`src/rtl/ser_pkg.sv`:
```
// Shared constants for the serial receive controller:
// register addresses, STATUS/CTRL bit positions, default bit length.
package ser_pkg;

  localparam logic [1:0] ADDR_DATA   = 2'd0;
  localparam logic [1:0] ADDR_STATUS = 2'd1;
  localparam logic [1:0] ADDR_BITLEN = 2'd2;
  localparam logic [1:0] ADDR_CTRL   = 2'd3;

  localparam int ST_RDY  = 0;
  localparam int ST_OVR  = 1;
  localparam int ST_FULL = 2;
  localparam int ST_CNT  = 8;

  localparam int CT_EN    = 0;
  localparam int CT_IE    = 1;
  localparam int CT_FLUSH = 2;

  localparam logic [15:0] BIT_LEN_DEF = 16'd434;

endpackage

```
`src/rtl/ser_fifo.sv`:
```
// DEPTH x 8 synchronous FIFO with push, pop and flush.
// Ports: clk, rst, push, pop, flush, din -> dout(head), full, empty, count.
module ser_fifo
  import ser_pkg::*;
#(
  parameter int DEPTH = 16
) (
  input  logic                     clk,
  input  logic                     rst,
  input  logic                     push,
  input  logic                     pop,
  input  logic                     flush,
  input  logic [7:0]               din,
  output logic [7:0]               dout,
  output logic                     full,
  output logic                     empty,
  output logic [$clog2(DEPTH):0]   count
);

  localparam int AW = $clog2(DEPTH);
  localparam int CW = AW + 1;

  logic [7:0]    r_mem [DEPTH];
  logic [AW-1:0] r_wptr;
  logic [AW-1:0] r_rptr;
  logic [CW-1:0] r_count;

  logic w_wr;
  logic w_rd;

  assign full  = (r_count == CW'(DEPTH));
  assign empty = (r_count == '0);
  assign count = r_count;
  assign dout  = r_mem[r_rptr];

  // When full, a push is only accepted if a pop frees the slot.
  assign w_wr = push & (~full | pop);
  assign w_rd = pop & ~empty;

  always_ff @(posedge clk) begin
    if (rst) begin
      r_wptr  <= '0;
      r_rptr  <= '0;
      r_count <= '0;
    end else if (flush) begin
      r_wptr  <= '0;
      r_rptr  <= '0;
      r_count <= '0;
    end else begin
      if (w_wr) r_wptr <= r_wptr + AW'(1);
      if (w_rd) r_rptr <= r_rptr + AW'(1);
      case ({w_wr, w_rd})
        2'b10:   r_count <= r_count + CW'(1);
        2'b01:   r_count <= r_count - CW'(1);
        default: r_count <= r_count;
      endcase
    end
  end

  always_ff @(posedge clk) begin
    if (w_wr && !flush && !rst) r_mem[r_wptr] <= din;
  end

endmodule

```
`src/rtl/ser_rcv_ctrl.sv`:
```
// Serial receiver controller: bit length, receiver reset, RX FIFO,
// CPU register file (DATA/STATUS/BITLEN/CTRL) and level interrupt.
module ser_rcv_ctrl
  import ser_pkg::*;
#(
  parameter int          DEPTH       = 16,
  parameter logic [15:0] BIT_LEN_RST = BIT_LEN_DEF
) (
  input  logic        clk,
  input  logic        rst,
  input  logic        rcv_full,
  input  logic [7:0]  rcv_data,
  output logic        rcv_rst,
  output logic [15:0] bit_len,
  input  logic        stb,
  input  logic        we,
  input  logic [1:0]  addr,
  input  logic [31:0] data_in,
  output logic [31:0] data_out,
  output logic        irq
);

  localparam int CW = $clog2(DEPTH) + 1;

  logic          r_en;
  logic          r_ie;
  logic          r_ovr;
  logic [15:0]   r_bit_len;
  logic          r_bitlen_wr_q;

  logic          w_rcv_rst;
  logic          w_push;
  logic          w_pop;
  logic          w_flush;
  logic          w_wr_stat;
  logic          w_wr_blen;
  logic          w_wr_ctrl;
  logic          w_ovr_set;
  logic [7:0]    w_head;
  logic          w_full;
  logic          w_empty;
  logic [CW-1:0] w_count;
  logic [31:0]   w_cnt32;
  logic [31:0]   w_status;
  logic          w_unused;

  assign w_wr_stat = stb & we & (addr == ADDR_STATUS);
  assign w_wr_blen = stb & we & (addr == ADDR_BITLEN);
  assign w_wr_ctrl = stb & we & (addr == ADDR_CTRL);
  assign w_pop     = stb & ~we & (addr == ADDR_DATA);
  assign w_flush   = w_wr_ctrl & data_in[CT_FLUSH];

  // Receiver held in reset while disabled and for one cycle
  // after each rate change so it restarts at the new bit length.
  assign w_rcv_rst = rst | ~r_en | r_bitlen_wr_q;
  assign rcv_rst   = w_rcv_rst;
  assign bit_len   = r_bit_len;

  assign w_push = rcv_full & r_en & ~w_rcv_rst;

  // A pop in the same cycle frees a slot, so no overrun then.
  assign w_ovr_set = w_push & w_full & ~w_pop & ~w_flush;

  ser_fifo #(.DEPTH(DEPTH)) u_fifo (
    .clk   (clk),
    .rst   (rst),
    .push  (w_push),
    .pop   (w_pop),
    .flush (w_flush),
    .din   (rcv_data),
    .dout  (w_head),
    .full  (w_full),
    .empty (w_empty),
    .count (w_count)
  );

  always_ff @(posedge clk) begin
    if (rst) begin
      r_en          <= 1'b0;
      r_ie          <= 1'b0;
      r_ovr         <= 1'b0;
      r_bit_len     <= BIT_LEN_RST;
      r_bitlen_wr_q <= 1'b0;
    end else begin
      r_bitlen_wr_q <= w_wr_blen;
      if (w_wr_blen) r_bit_len <= data_in[15:0];
      if (w_wr_ctrl) begin
        r_en <= data_in[CT_EN];
        r_ie <= data_in[CT_IE];
      end
      if (w_ovr_set)
        r_ovr <= 1'b1;
      else if (w_wr_stat && data_in[ST_OVR])
        r_ovr <= 1'b0;
    end
  end

  assign w_cnt32 = 32'(w_count);

  always_comb begin
    w_status          = '0;
    w_status[ST_RDY]  = ~w_empty;
    w_status[ST_OVR]  = r_ovr;
    w_status[ST_FULL] = w_full;
    w_status[ST_CNT+:8] = w_cnt32[7:0];
  end

  always_comb begin
    data_out = '0;
    unique case (addr)
      ADDR_DATA:   data_out = w_empty ? 32'd0 : {24'd0, w_head};
      ADDR_STATUS: data_out = w_status;
      ADDR_BITLEN: data_out = {16'd0, r_bit_len};
      ADDR_CTRL:   data_out = {30'd0, r_ie, r_en};
    endcase
  end

  assign irq = r_ie & (~w_empty | r_ovr);

  assign w_unused = ^{data_in[31:16], w_cnt32[31:8]};

endmodule

```
`config.mk`:
```
export PLATFORM = sky130hd
export DESIGN_NAME = ser_rcv_ctrl
export DESIGN_NICKNAME = d
export VERILOG_FILES = /design/src/rtl/ser_pkg.sv /design/src/rtl/ser_fifo.sv /design/src/rtl/ser_rcv_ctrl.sv
export SDC_FILE = /design/constraint.sdc
export NUM_CORES = 1
export LEC_CHECK = 0
export CORE_AREA = 2 2 116 118
export CTS_CLUSTER_SIZE = 16
export DETAILED_ROUTE_END_ITERATION = 8
export DIE_AREA = 0 0 118 120
export PLACE_DENSITY_LB_ADDON = 0.1
export SETUP_SLACK_MARGIN = 0.2
export SLEW_MARGIN = 20
export SYNTH_ARGS = -nofsm -noshare
export SYNTH_HDL_FRONTEND = slang
export SYNTH_SLANG_ARGS = --single-unit
```
`constraint.sdc`:
```
create_clock -name clk -period 3.7 [get_ports clk]
set_clock_uncertainty 0.15 [all_clocks]
set_input_delay 0.37 -clock clk [delete_from_list [all_inputs] [get_ports clk]]
set_output_delay 0.37 -clock clk [all_outputs]
set_load 0.02 [all_outputs]
```
==> flow_summary.toml <==
[outcome]
status = "completed"

[clocking]
clk_pin_slew_ns = 0.06
cts_buffers = 17
h-tree-depth = 4
clk_latency_ns = 0.41
tritoncts = "yes"
root_buffer = "clkbuf_16"
cts_sinks = 165
cts_buffer_depth = 2
postCtsSetupBuffers = 0
cts.repair.resized = 1
cts_hold_buf = 0

[sta]
worst_slack_ns = 0.3475
setup_tns_ns = 0
slew_headroom_pct = 51.75
hold_viol_final = 0
fmax_mhz = 298.3
period_share_pct = 90.61
maxSlewViolCount = 0
fin_crit_ns = 3.353
rsz0062_at_grt = "no"
worst_hold_slack_ns = 0.3183
setup_viol = 0
worst_pin_slew_ns = 0.7228

[critical_path]
crit_fanout = 26
end_kind = "primary output"
reg2reg_depth = 10
critPathKind = "reg -> out"
cp.arrival_ns = 2.83
r2r_setup_slack_ns = 0.50
worstPathRequired_ns = 3.18
r2r-start = "u_fifo.count[1]"
start_kind = "flip-flop"
r2r_end = "u_fifo.count[4]"

[logic_synthesis]
synth.most_common_cell = "edfxtp_1"
synth_area_leaders = "edfxtp_1 55%, dfxtp_1 11%, mux4_2 10%, mux2i_1 3.0%, nand2_1 2.3%"
synth_seq_cells = 165
synth-main-ff-cell = "edfxtp_1"
yosysSeqAreaShare_pct = 65.64
ys_async_sr_fraction_pct = 0
synth_top_family_by_area = "multiplexers"
synth_adder_area_share_pct = 1.433
avgSynthCellArea_um2 = 14.99
synth-edff-count = 128
synthXorXnorAreaFrac_pct = 0.7524
synth_mux_area_share_pct = 13.49
yosys.area_share.simple_pct = 9.083
yosys-top-cells-count = "128 x edfxtp_1, 43 x nand2_1, 38 x nor2_1"
synth_compound_gate_area_share_pct = 5.410
synth_cell_type_count = 54
netlist_instances = 466
yosys.area.top_type_share_pct = 55.03
syn_area_um2 = 6984
synth_area_leader_cell = "edfxtp_1"
ys.warnings.count = 0

[placed_design]
place_inst = 706
portBuffers = 64
dp_slack_ns = 0.3407
hpwl_mm = 9.635
gp_congestion = 0.8371

[power_and_ir_drop]
power_density_nw_per_um2 = 454.8
leakage_nw = 2.864
peakVddDrop_uv = 368.6

[layout]
diodes = 0
final_core_util_pct = 65.26
area_delta_synth_final_pct = 21.28
num-nets-final = 604
final_cells = 738
layout-drive-gt1-share_pct = 18.86

[floorplan]
rows = 42
die_area_um2 = 14160
fp.dieH_um = 120
core-area_um2 = 12980
initial_core_util_pct = 53.81
die_w_um = 118
ios = 97

[route]
wl_mm = 14.14
vias = 4031
drc = 0
first_pass_iters = 4
first_iter_violations = 379
post_drt_wl_per_cell_um = 19.16
viasPerCell = 5.462
ant_nets = 0

[hold_path]
hp-start = "bit_len[13]"
worstHoldPathType = "reg -> reg"
hold_depth = 2
hold_path_end = "bit_len[13]"

[global_route]
gr-total-overflow = 0
antenna_found_initial = 0
track_usage_pct = 21.18
grt_first_pass_wirelength_mm = 22.16
grt_max_degree = 27
grt_pass1_vias = 4143

[run]
maxCapViolCount = 0
cells by family after synthesis:
kind of cell,after synthesis
flops,165
xor+xnor,6
mux,54
simple gates,130
other cells,1
fa+ha+maj,8
buf+inv,51
compound gates,51
flip-flops by register name (all words and copies together), names as in the netlist, named ones only:
name and flops:
r_bitlen_wr_q 1, r_ie 1, r_ovr 1, u_fifo.r_mem 128
u_fifo.r_rptr 4, r_en 1, u_fifo.count 5, bit_len 16
u_fifo.r_wptr 4
worst max path at each step:
stage,cells after the start,to
detailed placement,11,u_fifo.count[4]
global placement,11,u_fifo.count[4]
floorplan,14,u_fifo.count[4]
CTS,6,data_out[3]
global route,6,data_out[4]
finish,6,data_out[3]
placed cells by master (no fill, tap or decap), types with 3 or more instances in the layout:
master             n
ha_1               8
nor2_1            38
clkdlybuf4s50_1   64
nand2_1           43
xor2_1             5
nand3b_1           8
nor2b_1            4
and2_1             3
nand2b_1           4
nand3_1           10
inv_6              5
edfxtp_1         128
o21ai_2            3
nor3_1             7
mux4_2            32
inv_1              4
dfxtp_1           36
conb_1            16
clkinvlp_4         3
a211o_1            6
clkbuf_16         17
a22o_1             5
o21ai_0            4
a21oi_1           17
mux2i_1           20
buf_4             30
critical path, stage by stage, from the launching register on:
cell	delay (ns)
dfxtp_4	0.45
buf_12	0.25
mux4_2	0.55
mux2i_2	0.26
nor2_1	0.10
a211o_1	0.24
clkdlybuf4s50_1	0.54
per-layer routing:
layer	vias to the layer above	part of all wire (%)	GRT usage (%)
met5	-	0	0
met4	0	1.8	7.605
met3	15	6.5	5.751
met2	127	52	36.95
met1	1990	40	25.38
li1	1899	-	-
metrics by stage:
stage / power, mW / instance area, um2
after floorplan: 2.118 / 7041
after global placement: 2.185 / 7883
after detailed placement: 2.189 / 7883
after CTS: 3.884 / 8463
after global routing: 3.964 / 8471
final: 3.852 / 8471
cell type report:
type                    instances  area [um2]
clock buffers                  18       429.2
clock inverters                14       148.9
fillers                       941        4509
inverters                       5       23.77
multi-input cells             265        2175
flip-flops and latches        165        4588
well taps                     176       220.2
repair buffers                 95       885.9
report_power, final:
group | internal (mW) | switching (mW) | total (mW)
registers | 2.00 | 0.00492 | 2.00
clock network | 1.00 | 0.704 | 1.70
logic | 0.0612 | 0.0844 | 0.146
Power figures use the tool's default switching activity.
